**config.mk**
```make
export PLATFORM = sky130hd
export DESIGN_NAME = gcm_block_feeder
export DESIGN_NICKNAME = d
export VERILOG_FILES = /design/src/rtl/gcm_pkg.sv /design/src/rtl/gcm_len_counter.sv /design/src/rtl/gcm_block_feeder.sv
export SDC_FILE = /design/constraint.sdc
export NUM_CORES = 1
export LEC_CHECK = 0
export ABC_AREA = 1
export ABC_CLOCK_PERIOD_IN_PS = 30400
export CORE_ASPECT_RATIO = 1.1
export CORE_MARGIN = 2
export CORE_UTILIZATION = 45
export DETAILED_ROUTE_END_ITERATION = 7
export PLACE_DENSITY = 0.66
export REMOVE_ABC_BUFFERS = 1
export SYNTH_ARGS = -nofsm -noshare
export SYNTH_HDL_FRONTEND = slang
export SYNTH_SLANG_ARGS = --single-unit
```
**constraint.sdc**
```tcl
create_clock -name iClk -period 30.4 [get_ports iClk]
set_input_delay 4.56 -clock iClk [delete_from_list [all_inputs] [get_ports iClk]]
set_output_delay 4.56 -clock iClk [all_outputs]
set_load 0.1 [all_outputs]
```
**src/rtl/gcm_pkg.sv**
```systemverilog
`default_nettype none
// gcm_pkg: shared widths, feeder state encoding and word-masking helpers.
package gcm_pkg;

    localparam int BLK_W  = 128;
    localparam int WORD_W = 32;

    typedef enum logic [2:0] {
        IDLE     = 3'd0,
        COLLECT  = 3'd1,
        SEND_AAD = 3'd2,
        SEND_TXT = 3'd3,
        LEN      = 3'd4
    } state_t;

    // A word that is not the last of its segment always carries four bytes.
    function automatic logic [2:0] word_bytes(input logic last, input logic [2:0] bytes);
        if (!last || bytes == 3'd0 || bytes > 3'd4)
            return 3'd4;
        return bytes;
    endfunction

    function automatic logic [0:WORD_W-1] mask_word(input logic [0:WORD_W-1] w,
                                                    input logic [2:0] n);
        logic [0:WORD_W-1] m;
        m = w;
        for (int k = 0; k < 4; k++) begin
            if (n <= 3'(k))
                m[8*k +: 8] = 8'd0;
        end
        return m;
    endfunction

endpackage
`default_nettype wire

```
**src/rtl/gcm_len_counter.sv**
```systemverilog
`default_nettype none
// gcm_len_counter: saturating 32-bit byte counter with 64-bit bit-length output.
module gcm_len_counter (
    input  logic        clk,
    input  logic        rst,
    input  logic        clear,
    input  logic        inc_en,
    input  logic [2:0]  inc,
    output logic [63:0] len_bits
);

    logic [31:0] count;
    logic [32:0] sum;

    assign sum = {1'b0, count} + {30'd0, inc};

    always_ff @(posedge clk or posedge rst) begin
        if (rst)
            count <= 32'd0;
        else if (clear)
            count <= 32'd0;
        else if (inc_en)
            count <= sum[32] ? 32'hFFFF_FFFF : sum[31:0];
    end

    assign len_bits = {29'd0, count, 3'b000};

endmodule
`default_nettype wire

```
**src/rtl/gcm_block_feeder.sv**
```systemverilog
`default_nettype none
// gcm_block_feeder: packs 32-bit AAD/text words into zero-padded 128-bit GCM
// blocks and finishes each message with the len(A)||len(C) block.
module gcm_block_feeder
    import gcm_pkg::*;
(
    input  logic              iClk,
    input  logic              iRst,
    input  logic              iStart,
    input  logic [0:WORD_W-1] iData,
    input  logic              iData_valid,
    input  logic              iData_type,
    input  logic              iData_last,
    input  logic [2:0]        iData_bytes,
    input  logic              iCore_ready,
    output logic              oData_ready,
    output logic [0:BLK_W-1]  oAad,
    output logic              oAad_valid,
    output logic              oAad_last,
    output logic [0:BLK_W-1]  oBlock,
    output logic              oBlock_valid,
    output logic              oBlock_last,
    output logic              oBusy
);

    state_t            state;
    logic [1:0]        wcnt;
    logic [0:BLK_W-1]  asm_blk;
    logic              blk_last;
    logic              first_word;
    logic              exp_type;
    logic              aad_last_pend;

    logic              type_ok;
    logic              take;
    logic [2:0]        nbytes;
    logic [0:WORD_W-1] lane_word;
    logic [63:0]       len_a_bits;
    logic [63:0]       len_c_bits;

    // Words whose type differs from the open segment are consumed but dropped.
    assign type_ok     = first_word | (iData_type == exp_type);
    assign oData_ready = (state == COLLECT);
    assign take        = oData_ready & iData_valid & type_ok & ~iStart;
    assign nbytes      = word_bytes(iData_last, iData_bytes);
    assign lane_word   = mask_word(iData, nbytes);

    gcm_len_counter u_len_a (
        .clk      (iClk),
        .rst      (iRst),
        .clear    (iStart),
        .inc_en   (take & ~iData_type),
        .inc      (nbytes),
        .len_bits (len_a_bits)
    );

    gcm_len_counter u_len_c (
        .clk      (iClk),
        .rst      (iRst),
        .clear    (iStart),
        .inc_en   (take & iData_type),
        .inc      (nbytes),
        .len_bits (len_c_bits)
    );

    always_ff @(posedge iClk or posedge iRst) begin
        if (iRst) begin
            state         <= IDLE;
            wcnt          <= 2'd0;
            asm_blk       <= '0;
            blk_last      <= 1'b0;
            first_word    <= 1'b0;
            exp_type      <= 1'b0;
            aad_last_pend <= 1'b0;
            oAad          <= '0;
            oAad_valid    <= 1'b0;
            oAad_last     <= 1'b0;
            oBlock        <= '0;
            oBlock_valid  <= 1'b0;
            oBlock_last   <= 1'b0;
            oBusy         <= 1'b0;
        end else begin
            oAad_valid   <= 1'b0;
            oAad_last    <= 1'b0;
            oBlock_valid <= 1'b0;
            oBlock_last  <= 1'b0;
            if (iStart) begin
                state         <= COLLECT;
                wcnt          <= 2'd0;
                asm_blk       <= '0;
                blk_last      <= 1'b0;
                first_word    <= 1'b1;
                exp_type      <= 1'b0;
                aad_last_pend <= 1'b0;
                oAad          <= '0;
                oBlock        <= '0;
                oBusy         <= 1'b1;
            end else begin
                case (state)
                    COLLECT: begin
                        if (aad_last_pend && iCore_ready) begin
                            oAad_last     <= 1'b1;
                            aad_last_pend <= 1'b0;
                        end
                        if (take) begin
                            asm_blk[{wcnt, 5'd0} +: WORD_W] <= lane_word;
                            wcnt       <= iData_last ? 2'd0 : wcnt + 2'd1;
                            first_word <= 1'b0;
                            exp_type   <= iData_last | iData_type;
                            blk_last   <= iData_last;
                            // Message without AAD still owes the core an AAD-last marker.
                            if (first_word && iData_type)
                                aad_last_pend <= 1'b1;
                            if (wcnt == 2'd3 || iData_last)
                                state <= iData_type ? SEND_TXT : SEND_AAD;
                        end
                    end
                    SEND_AAD: begin
                        if (iCore_ready) begin
                            oAad       <= asm_blk;
                            oAad_valid <= 1'b1;
                            oAad_last  <= blk_last;
                            asm_blk    <= '0;
                            state      <= COLLECT;
                        end
                    end
                    SEND_TXT: begin
                        if (iCore_ready) begin
                            if (aad_last_pend) begin
                                oAad_last     <= 1'b1;
                                aad_last_pend <= 1'b0;
                            end else begin
                                oBlock       <= asm_blk;
                                oBlock_valid <= 1'b1;
                                oBlock_last  <= blk_last;
                                asm_blk      <= '0;
                                state        <= blk_last ? LEN : COLLECT;
                            end
                        end
                    end
                    LEN: begin
                        oAad <= {len_a_bits, len_c_bits};
                    end
                    default: begin
                    end
                endcase
            end
        end
    end

endmodule
`default_nettype wire

```
# Word level (Yosys, flattened, before mapping)
# Cells that the tools add are included.
totals:
  reg_bits: 462
  inputBits: 42
  output_inout_bits: 262
  elab_cells: 143
classes:
  n_addsub: 4
  n_lt_le_gt_ge: 5
  n_eq_ne: 12
  shifts: 2
  mux: 72
  bitwise_logic: 10
  reduce_logical: 22
op_table:
  columns: ["cell", "n"]
  rows:
  - ["2-to-1 mux 128 bit", 11]
  - ["case mux 128 bit (3 select lines)", 1]
  - ["case mux 128 bit (2 select lines)", 1]
  - ["2-to-1 mux 32 bit", 6]
  - ["variable shift 129 x 9 -> 128 bit (first input constant)", 1]
  - ["indexed part select 129 x 9 -> 128 bit", 1]
  - ["bitwise mux 128 bit", 1]
  - ["adder 32 x 3 -> 33 bit", 2]
  - ["2-to-1 mux 1 bit", 32]
  - ["2-to-1 mux 8 bit", 4]
  - ["2-to-1 mux 3 bit", 9]
  - ["nonzero test 2 bit", 6]
  - ["!= test 3 bit (second input constant)", 3]
  - ["negation 8 -> 9 bit", 1]
  - ["case mux 3 bit (3 select lines)", 1]
  - ["2-to-1 mux 2 bit", 4]
  - ["NOT 7 -> 8 bit", 1]
  - ["equality test 3 x 2 -> 1 bit (second input constant)", 2]
  - ["<= comparator 3 x 1 -> 1 bit (second input constant)", 2]
  - ["<= comparator 3 x 2 -> 1 bit (second input constant)", 2]
  - ["!= test 3 x 2 -> 1 bit (second input constant)", 2]
  - ["AND reduction 2 bit", 3]
  - ["AND reduction 6 bit", 1]
  - ["nonzero test 3 bit", 2]
  - ["19 further kinds", 28]

# Logic depth before layout (Yosys ltp)
# Gate-level depths: netlist of the first run.
depth:
  depth_word: 12
  mapped_depth: 16
  mapped_depth_nobuf: 16

# Cells and area by module
# Synthesis of the first run repeated with hierarchy kept, for this count alone.
unflattened:
  cells_unflattened: 2900
  area_unflattened_um2: 23102.2
modules_own_cells:
  columns: ["module", "instances", "cells_each", "area_each_um2", "seq_area_each_um2"]
  rows:
  - ["gcm_block_feeder", 1, 2064, 17611.9, 9959.6]
  - ["gcm_len_counter", 2, 418, 2745.1, 800.8]

# Least setup slack after synthesis of the first run
# OpenSTA, ideal clock, no wires.
synth_timing:
  path_type: "in2reg"
  from: "input iData_last"
  to: "register u_len_a.count[2]"
  setup_time_ns: 0.065
  t_arrival_ns: 6.564
  required_ns: 30.335
  setup_slack_ns: 23.771
  stages: 16
  path_buffers: 2
  cell_sequence: "clkbuf_1 -> inv_1 -> a21oi_1 -> o21ai_0 -> nor2_1 -> ha_1 -> fa_1 -> nand2_1 -> a21oi_1 -> nand2_1 -> nor2_2 -> nand3_2 -> buf_2 -> o21ai_1 -> nand2_1 -> nand2_1"
synth_between:
  elab_chain_len: 9
synth_lines:
  columns: ["item", "line", "rtl"]
  rows:
  - ["start: declaration", "gcm_block_feeder.sv:13", "input logic iData_last,"]
  - ["zero test 1 bit", "gcm_pkg.sv:18", "if (!last || bytes == 3'd0 || bytes > 3'd4)"]
  - ["logical OR 1 bit (2 in a row)", "gcm_pkg.sv:18", null]
  - ["2-to-1 mux 1 bit", "gcm_pkg.sv:18", null]
  - ["2-to-1 mux 3 bit", "gcm_pkg.sv:20", "return bytes;"]
  - ["adder 32 x 3 -> 33 bit", "gcm_len_counter.sv:15", "assign sum = {1'b0, count} + {30'd0, inc};"]
  - ["2-to-1 mux 32 bit", "gcm_len_counter.sv:23", "count <= sum[32] ? 32'hFFFF_FFFF : sum[31:0];"]
  - ["2-to-1 mux 32 bit", "gcm_len_counter.sv:22", "else if (inc_en)"]
  - ["2-to-1 mux 32 bit", "gcm_len_counter.sv:20", "else if (clear)"]
  - ["end signal: assignment", "gcm_len_counter.sv:23", null]
  - ["end: declaration", "gcm_len_counter.sv:12", "logic [31:0] count;"]
# Every way passes these cells. The select of a mux whose other input is x is not followed.
# A chain may end at the register's enable or synchronous reset.

# Worst setup path after layout of the first run
layout_timing:
  from: "input iStart"
  to: "register oAad[41] in the netlist's numbering"
layout_between:
  elab_chain_len: 2
  elab_cells_between_ends: 4
  classes_between: "eq/ne: 1; mux: 1; reduce/logical: 2"
layout_lines:
  columns: ["item", "line", "rtl"]
  rows:
  - ["start: declaration", "gcm_block_feeder.sv:9", "input logic iStart,"]
  - ["!= test 3 bit (no source line) or nonzero test 3 bit (tied branches)", null, null]
  - ["AND reduction 2 bit (no source line)", null, null]
  - ["end signal: assignment", "gcm_block_feeder.sv:120", "oAad <= asm_blk;"]
  - ["end signal: assignment", "gcm_block_feeder.sv:142", "oAad <= {len_a_bits, len_c_bits};"]
  - ["end: declaration", "gcm_block_feeder.sv:17", "output logic [0:BLK_W-1] oAad,"]
# Several ways; a longest one is shown, not always the timed one.

==> qor.tcl, run 1 <==
set qor(outcome) {finished, final reports clean}
set qor(clkLatencyLatePin_ps) 600
set qor(synthesis.instances) 2669
set qor(grt_antenna_before_repair) 1
set qor(netlist.top_cell.by_area) {sky130_fd_sc_hd__dfrtp_1}
set qor(first_pass_grt_wire_length_um) 109000
set qor(floorplan.core_area_sq_mm) 0.0467
set qor(filler_cells_inserted) 4321
set qor(max-cap-violations) 0
set qor(die_height_um) 232
set qor(number_of_buffers_inserted_by_port_buffering) 303
set qor(drt_pass1_iterations) 6
set qor(post_drt_via_cell_ratio) 5.46
set qor(cts_tree) {done}
set qor(worstPathRequired_ps) 30910
set qor(ir_drop_mv) 0.0843
set qor(worst_ep_arrival_time_ps) 8500
set qor(cts_buffer_depth) 3
set qor(crit-reg2reg-capture) {oBlock[10]}
set qor(endpoint_kind) {flip-flop}
set qor(dominant_cells_by_area_after_synthesis) {sky130_fd_sc_hd__dfrtp_1, sky130_fd_sc_hd__nand2_1, sky130_fd_sc_hd__nand3_1}
set qor(max_slew.worst_pin.slew_ps) 1180
set qor(leakage_nw) 12.2
set qor(detailed_place_hpwl_um) 48700
set qor(yosys.cell_types.count) 36
set qor(area_growth_syn_to_layout_pct) 23.3
set qor(reg2reg_setup_slack_ps) 27060
set qor(initial_core_util_pct) 45.6
set qor(fmax_mhz) 125
set qor(finalWeightedCongestion) 0.898
set qor(vias_in_the_first_global_route) 18694
set qor(synthFlopType) {sky130_fd_sc_hd__dfrtp_1}
set qor(utilization_of_the_core_after_routing_pct) 56.2
set qor(max_fanout_on_critical_path) 214
set qor(synth-async-reset-ratio_pct) 100
set qor(synth-edff-count) 0
set qor(final_antenna_net_count) 0
set qor(synth_area_sq_mm) 0.0213
set qor(cts_root_buf) {sky130_fd_sc_hd__clkbuf_16}
set qor(report.final.hold_viol_count) 0
set qor(min_delay_path_depth) 2
set qor(cts-hold-fix-buffers) 0
set qor(floorplan.die_area_sq_mm) 0.0491
set qor(groute.usage.overall_pct) 29.0
set qor(worst_hold_path.endpoint) {oBlock[100]}
set qor(routed_wirelength_um) 71200
set qor(synth-seq-area-share_pct) 54.3
set qor(min-delay-path-class) {reg2reg}
set qor(buffer_count_from_post_cts_setup_fixing) 0
set qor(final.min_clock_period_ps) 7990
set qor(clock_skew_ps) 16.2
set qor(clkSlewWorstSetupHoldPaths_ps) 60
set qor(setup_viol) 0
set qor(layout_cell_share_with_drive_strength_beyond_1_pct) 4.83
set qor(power_density_mw_per_mm2) 86.4
set qor(tritoncts.num_buffers) 48
set qor(start_kind) {primary input}
set qor(type_of_the_worst_setup_path) {in2reg}
set qor(worstRegToRegCells) 8
set qor(r2r-start) {state[2]}
set qor(rsz_0062_raised_after_global_routing) {no}
set qor(dr_total_vias) 19299
set qor(post-route-period-util_pct) 26.3
set qor(register_bit_count_reported_by_yosys) 462
set qor(final_nets) 2951
set qor(drc) 0
set qor(synth.avg_cell_area_sq_um) 7.98
set qor(i_o_pin_count) 304
set qor(row_count) 83
set qor(finalMaxSlewViolations) 0
set qor(detail_route.wl_per_cell_um) 20.1
set qor(synthMostInstantiatedCell) {sky130_fd_sc_hd__nand2_1}
set qor(synth_commonest_cells) {sky130_fd_sc_hd__nand2_1, sky130_fd_sc_hd__dfrtp_1, sky130_fd_sc_hd__nand3_1}
set qor(totalNegativeSetupSlack_ps) 0
set qor(cts-resized-gates) 0
set qor(ys_warn_count) 0
set qor(timing.max_slew.rel_slack_pct) 21.1
set qor(maximum_number_of_pins_on_one_net_before_global_route_repair) 215
set qor(grt.overflow.total) 0
set qor(numClockSinks) 462
set qor(yosys.area.top_type_share_pct) 54.3
set qor(h-tree-depth) 2
set qor(hp-start) {asm_blk[100]}
set qor(chipWidth_um) 211
set qor(initial_detailed_routing_violation_count) 1666
-- worst max-delay path by stage --
stage | startpoint | end | slack, ps | cells past startpoint
after floorplan | iRst | aad_last_pend | 12960 | 1
after global placement | iRst | oBlock[25] | 21910 | 5
after detailed placement | iRst | oBlock[25] | 21820 | 5
after CTS | iRst | oAad[38] | 22460 | 5
after global routing | iRst | oAad[27] | 21990 | 5
final | iStart | oAad[41] | 22410 | 8
-- sequential cells by signal, indices dropped and copies added (netlist names), 2 cells and up --
name and count:
asm_blk 128, oAad 128, oBlock 128, u_len_a.count 32, u_len_c.count 32, state 3, wcnt 2
-- final cells by class --
type	instances	area [sq um]	area share [%]
tap	595	744	2.84
timing repair buffer	325	3210	12.2
inverter	170	656	2.50
antenna	1	2.50	0.00953
clock buffer	78	1460	5.54
clock inverter	12	203	0.772
multi-input combinational	1890	8420	32.1
sequential	462	11600	44.0
-- cells in the final DEF (no fill, tap or decap), types with 12 or more instances in the layout --
| cell type | instances |
|---|---|
| sky130_fd_sc_hd__a21oi_1 | 35 |
| sky130_fd_sc_hd__a31oi_1 | 64 |
| sky130_fd_sc_hd__buf_4 | 21 |
| sky130_fd_sc_hd__clkbuf_1 | 17 |
| sky130_fd_sc_hd__clkbuf_16 | 49 |
| sky130_fd_sc_hd__clkbuf_8 | 12 |
| sky130_fd_sc_hd__clkdlybuf4s50_1 | 303 |
| sky130_fd_sc_hd__dfrtp_1 | 462 |
| sky130_fd_sc_hd__inv_1 | 157 |
| sky130_fd_sc_hd__nand2_1 | 921 |
| sky130_fd_sc_hd__nand3_1 | 350 |
| sky130_fd_sc_hd__nand3b_1 | 17 |
| sky130_fd_sc_hd__nor2_1 | 226 |
| sky130_fd_sc_hd__o21ai_0 | 146 |
| sky130_fd_sc_hd__o21ai_1 | 57 |
-- stage by stage --
step                instance area, sq um  hold WS [ps]  worst slack (ps)  total power, mW  instances
detailed placement                 24600           475             21820             1.66       3442
floorplan                          20600           458             12960             1.42       2522
CTS                                26300           490             22460             2.28       3532
global route                       26300           514             21990             2.35       3532
global placement                   24600           481             21910             1.65       3442
finish                             26300           491             22410             2.27       3533
-- worst max-delay path: stages --
cell and delay, ps:
sky130_fd_sc_hd__clkdlybuf4s50_1 900, sky130_fd_sc_hd__inv_6 450, sky130_fd_sc_hd__nand2_1 260, sky130_fd_sc_hd__inv_4 230, sky130_fd_sc_hd__o21ai_4 870, sky130_fd_sc_hd__buf_12 610
sky130_fd_sc_hd__nor2_1 90, sky130_fd_sc_hd__a31oi_1 180
-- cell families after synthesis --
kind of cell,share of synthesized area (%)
buffers and inverters,6.27
adder cells (fa/ha/maj),0.776
XOR/XNOR,0.370
AND/OR/NAND/NOR,30.6
flip-flops,54.3
AO/OA/AOI/OAI,7.65
-- report_power, final --
group	total (mW)	internal, mW	switching [mW]	leakage [nW]
sequential	0.762	0.696	0.0658	6.28
clock	0.616	0.363	0.253	0.805
combinational	0.890	0.173	0.717	5.13
-- metal layers --
metal,up-vias,track usage [%],share of wire [%]
li1,9051,-,-
met5,-,0,0
met3,114,5.38,6.7
met1,9467,39.0,42
met4,0,10.4,3.5
met2,667,47.2,47
(Power assumes the default switching activity.)
==> run 2, diff against run 1 <==
--- a/config.mk
+++ b/config.mk
@@ -6,7 +6,7 @@
 export NUM_CORES = 1
 export LEC_CHECK = 0
 export ABC_AREA = 1
-export ABC_CLOCK_PERIOD_IN_PS = 30400
+export ABC_CLOCK_PERIOD_IN_PS = 7550
 export CORE_ASPECT_RATIO = 1.1
 export CORE_MARGIN = 2
 export CORE_UTILIZATION = 45
==> constraint.sdc (replaced) <==
create_clock -name iClk -period 7.55 [get_ports iClk]
set_input_delay 1.1325 -clock iClk [delete_from_list [all_inputs] [get_ports iClk]]
set_output_delay 1.1325 -clock iClk [all_outputs]
set_load 0.1 [all_outputs]
==> run 2 against run 1 <==
Effect of this change:
- setup slack worse by 19000 ps
- critical path depth is 2 lower
- critical path type unchanged
- cell count stayed put
- global-route usage grew 0.60 points
- clock power grew to 4.3 times the previous value
- combinational power grew to 4.1 times the previous value
- total power increased to 4.1 times the previous value
- sequential share of layout area fell by 0.23 points
- core utilization up 0.29 points
- first-iteration DRC count increased by 14%
- sequential power increased to 4.0 times the previous value
- final area increased by 0.51%
==> qor.tcl, run 2 (synthesized netlist as in run 1, its figures left out) <==
set qor(ir_drop_mv) 0.428
set qor(power_density_mw_per_mm2) 353
set qor(dr_total_vias) 19475
set qor(max_slew.worst_pin.slew_ps) 1270
set qor(tritoncts.num_buffers) 49
set qor(multiInputGateArea_sq_mm) 0.00842
set qor(clkLatencyLatePin_ps) 610
set qor(row_count) 83
set qor(filler_cells_inserted) 4293
set qor(setup_viol) 0
set qor(final_antenna_net_count) 0
set qor(cts-resized-gates) 0
set qor(path_cells) {clkdlybuf4s50_1, inv_6, buf_4, buf_4, nand3_1, a31oi_1}
set qor(drt_pass1_iterations) 6
set qor(cts_root_buf) {sky130_fd_sc_hd__clkbuf_16}
set qor(initial_detailed_routing_violation_count) 1891
set qor(worst_ep_arrival_time_ps) 4660
set qor(layout_cell_share_with_drive_strength_beyond_1_pct) 5.28
set qor(clock_skew_ps) 32.0
set qor(floorplan.die_area_sq_mm) 0.0491
set qor(chipWidth_um) 211
set qor(post-route-period-util_pct) 55.0
set qor(finalWeightedCongestion) 0.907
set qor(grt_antenna_before_repair) 1
set qor(post_drt_via_cell_ratio) 5.51
set qor(worstPathRequired_ps) 8060
set qor(i_o_pin_count) 304
set qor(drc) 0
set qor(layout_commonest_cell) {sky130_fd_sc_hd__nand2_1}
set qor(min-delay-path-class) {reg2reg}
set qor(ant_diodes) 0
set qor(timing.critical_path.buf_inv) 4
set qor(path_common_cell) {sky130_fd_sc_hd__buf_4}
set qor(report.final.hold_viol_count) 0
set qor(groute.usage.overall_pct) 29.6
set qor(endpoint_kind) {flip-flop}
set qor(cts_buffer_depth) 3
set qor(initial_core_util_pct) 45.6
set qor(layout.area.seq_sq_mm) 0.0116
set qor(rsz_0062_raised_after_global_routing) {no}
set qor(max-cap-violations) 0
set qor(timing.max_slew.rel_slack_pct) 15.2
set qor(grt.overflow.total) 0
set qor(h-tree-depth) 2
set qor(final_cell_mix) {sky130_fd_sc_hd__nand2_1, sky130_fd_sc_hd__dfrtp_1, sky130_fd_sc_hd__nand3_1, sky130_fd_sc_hd__clkdlybuf4s50_1, sky130_fd_sc_hd__nor2_1}
set qor(number_of_buffers_inserted_by_port_buffering) 303
set qor(outcome) {finished, final reports clean}
set qor(detail_route.wl_per_cell_um) 20.5
set qor(buffer_count_from_post_cts_setup_fixing) 0
set qor(vias_in_the_first_global_route) 18774
set qor(numClockSinks) 462
set qor(cts-hold-fix-buffers) 0
set qor(first_pass_grt_wire_length_um) 112000
set qor(cts_tree) {done}
set qor(path_delay_family) {buffers and inverters}
set qor(die_height_um) 232
set qor(detailed_place_hpwl_um) 49000
set qor(design_power_total_mw) 9.32
set qor(finalMaxSlewViolations) 0
set qor(fmax_mhz) 241
set qor(final.min_clock_period_ps) 4150
set qor(leakage_nw) 12.3
set qor(type_of_the_worst_setup_path) {in2reg}
set qor(max_stage_delay_ps) 940
set qor(maximum_number_of_pins_on_one_net_before_global_route_repair) 203
set qor(routed_wirelength_um) 72600
set qor(critPathSlowestCell) {sky130_fd_sc_hd__buf_4}
set qor(start_kind) {primary input}
set qor(area_growth_syn_to_layout_pct) 24.0
set qor(final_nets) 2952
set qor(utilization_of_the_core_after_routing_pct) 56.5
set qor(clkSlewWorstSetupHoldPaths_ps) 60
set qor(reg.largest.list) {asm_blk: 128 flops, oAad: 128 flops, oBlock: 128 flops}
set qor(floorplan.core_area_sq_mm) 0.0467
set qor(max_fanout_on_critical_path) 100
-- run 2: stage by stage --
stage	hold WS [ps]	setup slack [ps]	TNS (ps)	instance area, sq um	instances
after floorplan	458	-6460	-3482890	20600	2522
after global routing	501	3260	0	26400	3533
final	482	3400	0	26400	3533
after detailed placement	465	2920	0	24600	3442
after global placement	455	2990	0	24600	3442
after CTS	482	3560	0	26400	3533
-- run 2: layout make-up --
class | instances | area share (%)
repair buffers | 325 | 12.3
flip-flops and latches | 462 | 43.8
inverters | 170 | 2.48
clock inverters | 28 | 1.48
well taps | 595 | 2.82
clock buffers | 63 | 5.23
multi-input cells | 1890 | 31.9
-- run 2: power by group --
group	leakage, nW	internal (mW)	total [mW]	switching, mW
combinational	5.14	0.699	3.62	2.92
clock	0.865	1.57	2.64	1.06
sequential	6.28	2.80	3.06	0.261
-- run 2: routing by layer --
metal  track usage, %  share of wire (%)
met1             40.7                 43
met2             47.5                 47
met3             4.88                6.5
met4             10.7                3.3
met5                0              0.018
-- run 2: worst register-to-register path: stages (launching register included) --
cell                      delay [ps]
sky130_fd_sc_hd__dfrtp_1         410
sky130_fd_sc_hd__inv_2           110
sky130_fd_sc_hd__nand2_1          90
sky130_fd_sc_hd__nor2_1          260
sky130_fd_sc_hd__nand2_4         370
sky130_fd_sc_hd__nor2_4         1080
sky130_fd_sc_hd__buf_4           620
sky130_fd_sc_hd__nand2_1         150
sky130_fd_sc_hd__nand2_1          90
-- run 2: final timing paths --
check	from	end	slack (ps)	depth (start not counted)
worst max-delay path	iStart	oAad[37]	3400	6
worst min-delay path	oBusy	oBusy	480	1
worst max register to register	state[2]	oBlock[81]	4280	8
worst min register to register	oBusy	oBusy	480	1
max in group asynchronous	iRst	asm_blk[2]	4970	3
min in group asynchronous	iRst	oBlock[109]	1040	2
